===== src/rtl/spike_pkg.sv =====
`default_nettype none
//============================================================================
// Package     : spike_pkg
// Description : Shared spike event type and address field positions.
// Revision    : 1.0 - initial release
//============================================================================
package spike_pkg;

    localparam int SPIKE_TS_W  = 16;
    localparam int ROW_ADDR_HI = 15;
    localparam int ROW_ADDR_LO = 8;

    typedef struct packed {
        logic [15:0]           address;
        logic                  on_off;
        logic [SPIKE_TS_W-1:0] ts;
    } spike_event_t;

endpackage
`default_nettype wire


===== src/rtl/spike_if.sv =====
`default_nettype none
//============================================================================
// Interface   : spike_if
// Description : Spike stream link (row select in [15:8], synapse in [7:0]).
// Revision    : 1.0 - initial release
//============================================================================
interface spike_if;
    logic        valid;
    logic [15:0] address;
    logic        on_off;

    modport master (output valid, output address, output on_off);
    modport slave  (input  valid, input  address, input  on_off);
endinterface
`default_nettype wire


===== src/rtl/spike_event_fifo.sv =====
`default_nettype none
//============================================================================
// Module      : spike_event_fifo
// Description : Synchronous FIFO of spike_event_t with occupancy count.
// Revision    : 1.0 - initial release
//============================================================================
module spike_event_fifo
    import spike_pkg::*;
#(
    parameter int DEPTH = 16
) (
    input  logic                     clk,
    input  logic                     reset,
    input  logic                     push,
    input  spike_event_t             push_data,
    input  logic                     pop,
    output spike_event_t             head,
    output logic                     full,
    output logic                     empty,
    output logic [$clog2(DEPTH):0]   count
);

    localparam int AW = $clog2(DEPTH);

    spike_event_t   r_mem [DEPTH];
    logic [AW-1:0]  r_wr_ptr;
    logic [AW-1:0]  r_rd_ptr;
    logic [AW:0]    r_count;
    logic           w_push;
    logic           w_pop;

    assign full   = (r_count == (AW+1)'(DEPTH));
    assign empty  = (r_count == '0);
    assign count  = r_count;
    assign head   = r_mem[r_rd_ptr];
    assign w_push = push && !full;
    assign w_pop  = pop && !empty;

    always_ff @(posedge clk) begin
        if (w_push) begin
            r_mem[r_wr_ptr] <= push_data;
        end
    end

    // Pointers wrap naturally because DEPTH is a power of two.
    always_ff @(posedge clk) begin
        if (reset) begin
            r_wr_ptr <= '0;
            r_rd_ptr <= '0;
            r_count  <= '0;
        end else begin
            if (w_push) r_wr_ptr <= r_wr_ptr + 1'b1;
            if (w_pop)  r_rd_ptr <= r_rd_ptr + 1'b1;
            case ({w_push, w_pop})
                2'b10:   r_count <= r_count + 1'b1;
                2'b01:   r_count <= r_count - 1'b1;
                default: r_count <= r_count;
            endcase
        end
    end

endmodule
`default_nettype wire


===== src/rtl/spike_event_scheduler.sv =====
`default_nettype none
//============================================================================
// Module      : spike_event_scheduler
// Description : Buffers timestamped spike events and releases each onto
//               spike_if once system time reaches its timestamp.
//               Define SPIKE_DROP_LATE_EN to drop events older than LATE_MAX.
// Revision    : 1.0 - initial release
//============================================================================
module spike_event_scheduler
    import spike_pkg::*;
#(
    parameter int DEPTH    = 16,
    parameter int TS_W     = SPIKE_TS_W,
    parameter int LATE_MAX = 64
) (
    input  logic                     clk,
    input  logic                     reset,
    input  logic                     ev_valid,
    output logic                     ev_ready,
    input  logic [15:0]              ev_address,
    input  logic                     ev_on_off,
    input  logic [TS_W-1:0]          ev_time,
    input  logic                     time_en,
    output logic [TS_W-1:0]          now,
    spike_if.master                  spike_out,
    output logic [$clog2(DEPTH):0]   fifo_count,
    output logic [15:0]              late_drops
);

    spike_event_t   w_push_data;
    spike_event_t   w_head;
    logic           w_full;
    logic           w_empty;
    logic [TS_W-1:0] w_diff;
    logic           w_eligible;
    logic           w_late;

    logic [TS_W-1:0] r_now;
    logic           r_valid;
    logic [15:0]    r_address;
    logic           r_on_off;

    assign w_push_data = '{address: ev_address, on_off: ev_on_off, ts: SPIKE_TS_W'(ev_time)};

    spike_event_fifo #(
        .DEPTH (DEPTH)
    ) u_fifo (
        .clk       (clk),
        .reset     (reset),
        .push      (ev_valid),
        .push_data (w_push_data),
        .pop       (w_eligible),
        .head      (w_head),
        .full      (w_full),
        .empty     (w_empty),
        .count     (fifo_count)
    );

    // Signed age of the head event; non-negative means its time has come.
    assign w_diff     = r_now - TS_W'(w_head.ts);
    assign w_eligible = !w_empty && !w_diff[TS_W-1];
    assign ev_ready   = !w_full;
    assign now        = r_now;

`ifdef SPIKE_DROP_LATE_EN
    logic [15:0] r_late_drops;

    assign w_late     = (w_diff > TS_W'(LATE_MAX));
    assign late_drops = r_late_drops;

    always_ff @(posedge clk) begin
        if (reset) begin
            r_late_drops <= '0;
        end else if (w_eligible && w_late && (r_late_drops != 16'hFFFF)) begin
            r_late_drops <= r_late_drops + 1'b1;
        end
    end
`else
    logic w_unused_late_cmp;

    assign w_unused_late_cmp = (w_diff > TS_W'(LATE_MAX));
    assign w_late            = 1'b0;
    assign late_drops        = '0;
`endif

    always_ff @(posedge clk) begin
        if (reset) begin
            r_now     <= '0;
            r_valid   <= 1'b0;
            r_address <= '0;
            r_on_off  <= 1'b0;
        end else begin
            if (time_en) begin
                r_now <= r_now + 1'b1;
            end
            if (w_eligible && !w_late) begin
                r_valid   <= 1'b1;
                r_address <= w_head.address;
                r_on_off  <= w_head.on_off;
            end else begin
                r_valid   <= 1'b0;
            end
        end
    end

    assign spike_out.valid   = r_valid;
    assign spike_out.address = r_address;
    assign spike_out.on_off  = r_on_off;

endmodule
`default_nettype wire


===== src/flat_wrapper.sv =====
// flat-port wrapper written by rule: the top's interface ports become plain ports
module spike_event_scheduler_flat import spike_pkg::*;
#(
    parameter int DEPTH    = 16,
    parameter int TS_W     = SPIKE_TS_W,
    parameter int LATE_MAX = 64
)
  (clk, reset, ev_valid, ev_ready, ev_address, ev_on_off, ev_time, time_en, now, fifo_count, late_drops, spike_out_valid, spike_out_address, spike_out_on_off);
  spike_if spike_out_i ();
  input  logic clk;
  input  logic reset;
  input  logic ev_valid;
  output logic ev_ready;
  input  logic [15:0] ev_address;
  input  logic ev_on_off;
  input  logic [TS_W-1:0] ev_time;
  input  logic time_en;
  output logic [TS_W-1:0] now;
  output logic [$clog2(DEPTH):0] fifo_count;
  output logic [15:0] late_drops;
  output wire logic [$bits(spike_out_i.valid)-1:0] spike_out_valid;
  output wire logic [$bits(spike_out_i.address)-1:0] spike_out_address;
  output wire logic [$bits(spike_out_i.on_off)-1:0] spike_out_on_off;
  assign spike_out_valid = spike_out_i.valid;
  assign spike_out_address = spike_out_i.address;
  assign spike_out_on_off = spike_out_i.on_off;
  spike_event_scheduler #(.DEPTH(DEPTH), .TS_W(TS_W), .LATE_MAX(LATE_MAX)) u_core (.clk(clk), .reset(reset), .ev_valid(ev_valid), .ev_ready(ev_ready), .ev_address(ev_address), .ev_on_off(ev_on_off), .ev_time(ev_time), .time_en(time_en), .now(now), .spike_out(spike_out_i), .fifo_count(fifo_count), .late_drops(late_drops));
endmodule

===== config.mk =====
export PLATFORM = sky130hd
export DESIGN_NAME = spike_event_scheduler_flat
export DESIGN_NICKNAME = d
export VERILOG_FILES = /design/src/rtl/spike_pkg.sv /design/src/rtl/spike_if.sv /design/src/rtl/spike_event_fifo.sv /design/src/rtl/spike_event_scheduler.sv /design/src/flat_wrapper.sv
export SDC_FILE = /design/constraint.sdc
export NUM_CORES = 1
export LEC_CHECK = 0
export CAP_MARGIN = 20
export CORE_MARGIN = 4
export CORE_UTILIZATION = 60
export CTS_CLUSTER_DIAMETER = 120
export DETAILED_ROUTE_END_ITERATION = 12
export PLACE_DENSITY_LB_ADDON = 0.05
export SETUP_SLACK_MARGIN = 0.15
export SLEW_MARGIN = 20
export SYNTH_ARGS = -nofsm -noshare
export SYNTH_HDL_FRONTEND = slang
export SYNTH_SLANG_ARGS = --single-unit

===== constraint.sdc =====
create_clock -name clk -period 7.51 [get_ports clk]
set_input_delay 1.8775 -clock clk [delete_from_list [all_inputs] [get_ports clk]]
set_output_delay 1.8775 -clock clk [all_outputs]
set_load 0.05 [all_outputs]

Yosys cells after proc, flatten, opt, wreduce, memory -nomap -nowiden
Memories as Yosys holds them, arrays and structs flattened. A register that Yosys moved wholly into a read port is not among the register bits.
Index checks and enable logic that the tools add are counted.
{"block": "totals", "latchBits": 0, "rom_bits": 0, "ram_bits": 528, "reg_bits": 47, "output_inout_bits": 56, "mem_count": 1, "word_cells": 31}
{"memory": "u_core.u_fifo.r_mem", "words": 16, "word_bits": 33, "read_ports": 1, "rd_clocked_by_memory_dff": 1, "wr": 1, "line_no": "spike_event_fifo.sv:25", "text": "spike_event_t r_mem [DEPTH];"}
{"block": "classes", "bitwise": 0, "reduce_logical": 8, "addsub": 6, "mul": 0, "n_shift": 0, "eq_ne": 3, "div_mod_pow": 0, "muxes": 6, "order_cmp": 0}
{"cell": "16-bit by 1-bit adder with 16-bit output (second input constant)", "n": 1}
{"cell": "16-bit subtractor", "n": 1}
{"cell": "5-bit one-hot mux with 2 select lines", "n": 1}
{"cell": "4-bit by 1-bit adder with 4-bit output (second input constant)", "n": 2}
{"cell": "4-bit two-way mux", "n": 2}
{"cell": "5-bit by 1-bit adder with 5-bit output (second input constant)", "n": 1}
{"cell": "5-bit equality test (second input constant)", "n": 1}
{"cell": "5-bit zero test", "n": 1}
{"cell": "5-bit by 1-bit subtractor with 5-bit output (second input constant)", "n": 1}
{"cell": "1-bit logical AND", "n": 3}
{"cell": "1-bit zero test", "n": 3}
{"cell": "1-bit two-way mux", "n": 3}
{"cell": "2-bit by 1-bit equality test with 1-bit output (second input constant)", "n": 1}
{"cell": "2-bit equality test (second input constant)", "n": 1}
{"cell": "2-bit nonzero test", "n": 1}

Logic depth before layout (Yosys ltp)
{"block": "logic_depth", "ltp_word": 6, "ltp_mapped": 25, "ltp_nobuf": 19}

By module
From an unflattened synthesis, not the netlist that was laid out.
{"block": "unflattened", "cells_unflattened": 1161, "area_unflattened_um2": 22624.2}
{"mod": "spike_event_fifo", "n_inst": 1, "area_per_inst_um2": 20748.6, "cells_per_inst": 934}
{"mod": "spike_event_scheduler", "n_inst": 1, "area_per_inst_um2": 1875.5, "cells_per_inst": 227}

Worst setup path after synthesis
Ideal clock, no wire load.
{"block": "synth_path", "kind": "register to register", "start": "register with a tool-made name", "end": "register u_core.u_fifo.r_count[4] (netlist: u_core.u_fifo.count[4])", "period_less_slack_ns": 5.489, "required_time_ns": 7.440, "stages_incl_launch_ff": 26, "setup_time_ns": 0.070, "t_arrival_ns": 5.419, "slack_ns": 2.021, "cell_sequence": "dfxtp_1 buf_4 buf_6 buf_2 buf_2 mux4_2 mux4_2 inv_1 ha_1 o21ai_0 a21oi_1 o311ai_0 o211ai_1 or4b_1 buf_2 buf_2 nand2_1 ha_1 inv_1 fa_1 inv_1 a21o_1 a21oi_1 xnor2_1 or3_1 a21oi_1"}
{"item": "to (signal assigned)", "line_no": "spike_event_fifo.sv:55", "text": "2'b10: r_count <= r_count + 1'b1;"}
{"item": "to (signal assigned)", "line_no": "spike_event_fifo.sv:56", "text": "2'b01: r_count <= r_count - 1'b1;"}
{"item": "to (signal assigned)", "line_no": "spike_event_fifo.sv:57", "text": "default: r_count <= r_count;"}
{"item": "to (decl)", "line_no": "spike_event_fifo.sv:28", "text": "logic [AW:0] r_count;"}

==> impl_metrics.ini <==
[die]
die_height_um = 202
floorplan.io_pins = 93
design.die.area_um2 = 40700
die_outline_width_um = 202
start_util_pct = 61.2
floorplan.rows = 70
coreArea_um2 = 36800

[job]
max-cap-violations = 0

[finish]
layout.filler_cells = 2267
antenna_diode_count = 0
area_occupied_by_multi_input_gates_um2 = 5370
design.final.nets = 1251
area.sequential_um2 = 16900
post_route_cells_drive_above_1_share_pct = 25.4
syn_to_final_growth_pct = 15.2

[clocking]
cts_max_level = 2
cts.sink_count = 579
post_cts.repair.setup_buffers = 0
count_of_cells_resized_by_post_cts_repair = 0
postCtsHoldBufs = 0
clk_pin_slew_worst_paths_ps = 60
numCtsBuffers = 57
clock_latency_ps = 630
clock_tree.root_cell = sky130_fd_sc_hd__clkbuf_16
clockBufferDepth = 3
tritoncts = done

[timing]
finalWorstSetupSlack_ps = 1490
final.setup.tns_ps = 0
actual_transition_at_the_worst_max_transition_pin_ps = 984
finalMaxSlewViolations = 0
fmax_mhz = 166
layout_worst_path_cycle_share_pct = 80.2
rsz0062_at_grt = false
period_needed_ps = 6020
slew_headroom_pct = 34.4
timing.clock.skew_ps = 26.3
finalSetupViolations = 0
report.final.hold_viol_count = 0

[placed_design]
detailedPlace.worstSlack_ps = 1460
place.detailed.hpwl_mm = 26.1
io_buffers = 76
gpl_wtd_cong = 0.759

[global_route]
grt_usage_pct = 24.8
grt_first_pass_wirelength_mm = 74.2
grt_max_degree = 65
initial_antenna_violation_count = 0
grt_pass1_vias = 11259
global_route.overflow_total = 0

[power_and_ir_drop]
power_per_cell_area_nw_per_um2 = 328
worst_ir_drop_vdd_v = 0.000215
cellLeakagePower_uw = 0.00831

[worst_setup_path]
critPathCaptureType = flip-flop
worst_setup_path_start_kind = flip-flop
r2r_cells = 21
setup.reg_to_reg.worst_slack_ps = 1490
worstReg2RegEnd = u_core.u_fifo.count[4]
critical_path.endpoint = u_core.u_fifo.count[4]
crit_path_max_fanout = 25
cp.arrival_ps = 6560
worst_ep_required_time_ps = 8050
critical_path_class = flip-flop to flip-flop

[routing]
remaining_antenna_violation_count = 0
via_per_inst = 6.43
wl_per_cell_um = 28.9
via_count = 10978
drtIter0Drc = 1182
finalWirelength_mm = 49.2
drt_pre_antenna_iters = 5
route.detailed.drc = 0

[logic_synthesis]
synthesis.area_um2 = 22500
synth_enable_flop_cells = 528
synth_top_cell_area_share_pct = 70.4
number_of_cells_produced_by_synthesis = 1078
yosys_warnings = 0
syn_avg_cell_area_um2 = 20.9
synthTopCellsByArea = sky130_fd_sc_hd__edfxtp_1, sky130_fd_sc_hd__mux4_2, sky130_fd_sc_hd__dfxtp_1
synth.lib_cells_used.distinct = 44
ys_ff_latch = 579
synth_sequential_area_ratio_pct = 74.9
postSynth.asyncResetShare_pct = 0
synthFlopType = sky130_fd_sc_hd__edfxtp_1
cell_type_contributing_the_most_total_cell_area_after_synthesis = sky130_fd_sc_hd__edfxtp_1

[hold_path]
worstHoldPathType = flip-flop to flip-flop

[outcome]
result_of_the_run = complete, no violations
-- metrics by stage --
stage / power, uW / util, % / area (um^2) / hold slack [ps] / std cells
detailed placement: 5580 / 65.0 / 23900 / 465 / 1598
floorplan: 5090 / - / 22600 / 479 / 1093
global route: 8850 / 70.5 / 26000 / 502 / 1706
CTS: 8590 / 70.5 / 26000 / 473 / 1706
global placement: 5550 / 65.0 / 23900 / 461 / 1598
finish: 8520 / 70.5 / 26000 / 468 / 1706
-- power by group --
part,switching (uW),internal (uW),leakage [uW]
Sequential,137,3670,0.00519
Clock,1210,1810,0.000996
Combinational,910,788,0.00212
-- registers in the layout (all words and copies together), names as in the netlist, named ones only --
| register | cells |
|---|---|
| u_core.spike_out.valid | 1 |
| u_core.u_fifo.count | 5 |
| u_core.u_fifo.r_wr_ptr | 4 |
| u_core.spike_out.on_off | 1 |
| u_core.u_fifo.r_rd_ptr | 4 |
| u_core.u_fifo.r_mem | 528 |
| u_core.now | 16 |
| u_core.spike_out.address | 16 |
-- layer usage --
| layer | track usage (%) | vias up | routed length (um) |
|---|---|---|---|
| li1 | - | 4616 | - |
| met1 | 37.3 | 5864 | 20700 |
| met2 | 39.3 | 435 | 24300 |
| met3 | 4.05 | 63 | 3290 |
| met4 | 6.20 | 0 | 870 |
| met5 | 0 | - | 0 |
-- cell usage in the layout (no fill, tap or decap), types with 6 or more instances in the layout --
master                            synthesis  final
sky130_fd_sc_hd__clkbuf_1                33      6
sky130_fd_sc_hd__xnor2_1                  6      6
sky130_fd_sc_hd__nand2_1                 13     13
sky130_fd_sc_hd__nand4_1                  9      9
sky130_fd_sc_hd__mux4_2                 161    161
sky130_fd_sc_hd__clkdlybuf4s50_1          0     75
sky130_fd_sc_hd__bufinv_16                0      9
sky130_fd_sc_hd__a21oi_1                 31     31
sky130_fd_sc_hd__nand3_1                 25     25
sky130_fd_sc_hd__xor2_1                  17     17
sky130_fd_sc_hd__mux2i_1                  8      8
sky130_fd_sc_hd__o21ai_0                 20     20
sky130_fd_sc_hd__buf_4                   18     30
sky130_fd_sc_hd__nor2_4                   0     12
sky130_fd_sc_hd__conb_1                   1     16
sky130_fd_sc_hd__nor2_1                  49     37
sky130_fd_sc_hd__dfxtp_1                 51     48
sky130_fd_sc_hd__clkbuf_16                0     59
sky130_fd_sc_hd__ha_1                    24     24
sky130_fd_sc_hd__inv_1                   25     25
sky130_fd_sc_hd__edfxtp_1               528    528
sky130_fd_sc_hd__clkbuf_8                 0      6
sky130_fd_sc_hd__clkinv_2                 0     12
-- layout make-up --
| class | instances | area share, % |
|---|---|---|
| multi-input cells | 419 | 20.7 |
| repair buffers | 106 | 3.78 |
| clock inverters | 37 | 1.72 |
| inverters | 26 | 0.376 |
| well taps | 468 | 2.26 |
| flip-flops and latches | 579 | 65.1 |
| clock buffers | 71 | 6.09 |
-- worst max-delay path, cell delays in order, from the launching register on --
cell and delay [ps]:
sky130_fd_sc_hd__dfxtp_4 660, sky130_fd_sc_hd__buf_4 410, sky130_fd_sc_hd__mux4_2 550, sky130_fd_sc_hd__mux4_2 480, sky130_fd_sc_hd__inv_1 90, sky130_fd_sc_hd__ha_1 240
sky130_fd_sc_hd__a21o_1 170, sky130_fd_sc_hd__a21o_1 180, sky130_fd_sc_hd__a211oi_1 390, sky130_fd_sc_hd__o211ai_1 270, sky130_fd_sc_hd__or4b_1 570, sky130_fd_sc_hd__buf_4 270
sky130_fd_sc_hd__nand2_1 110, sky130_fd_sc_hd__ha_1 230, sky130_fd_sc_hd__inv_1 100, sky130_fd_sc_hd__fa_1 410, sky130_fd_sc_hd__inv_1 70, sky130_fd_sc_hd__a21o_1 100
sky130_fd_sc_hd__a21oi_1 70, sky130_fd_sc_hd__xnor2_1 130, sky130_fd_sc_hd__or3_1 300, sky130_fd_sc_hd__a21oi_1 140
-- cell usage after synthesis (all sizes together), types with 9 or more instances --
master,instances
nor2,49
xor2,17
edfxtp,528
a21oi,31
nand2,13
ha,24
clkbuf,33
nand4,9
inv,26
nand3,25
o21ai,20
dfxtp,51
mux4,161
buf,36
-- worst min path at each step --
| stage | from | endpoint | slack [ps] | cells past startpoint |
|---|---|---|---|---|
| finish | u_core.spike_out.address[1] | u_core.spike_out.address[1] | 470 | 2 |
| floorplan | u_core.u_fifo.r_rd_ptr[1] | flip-flop | 480 | 2 |
| global route | u_core.spike_out.address[8] | u_core.spike_out.address[8] | 500 | 2 |
| CTS | u_core.spike_out.address[1] | u_core.spike_out.address[1] | 470 | 2 |
| detailed placement | u_core.spike_out.address[1] | u_core.spike_out.address[1] | 460 | 2 |
| global placement | u_core.spike_out.address[2] | u_core.spike_out.address[2] | 460 | 2 |
-- cells by family after synthesis --
logic type | after synthesis | synth area share (%)
DFF | 579 | 74.9
adders and majority gates | 25 | 1.42
other | 1 | 0.0166
and+or+nand+nor | 117 | 2.49
buffers and inverters | 95 | 2.00
muxes | 171 | 16.6
xor gates and xnor gates | 23 | 0.894
AOI/OAI and AO/OA | 67 | 1.69
Note: power is estimated with default switching activity, not from simulation.
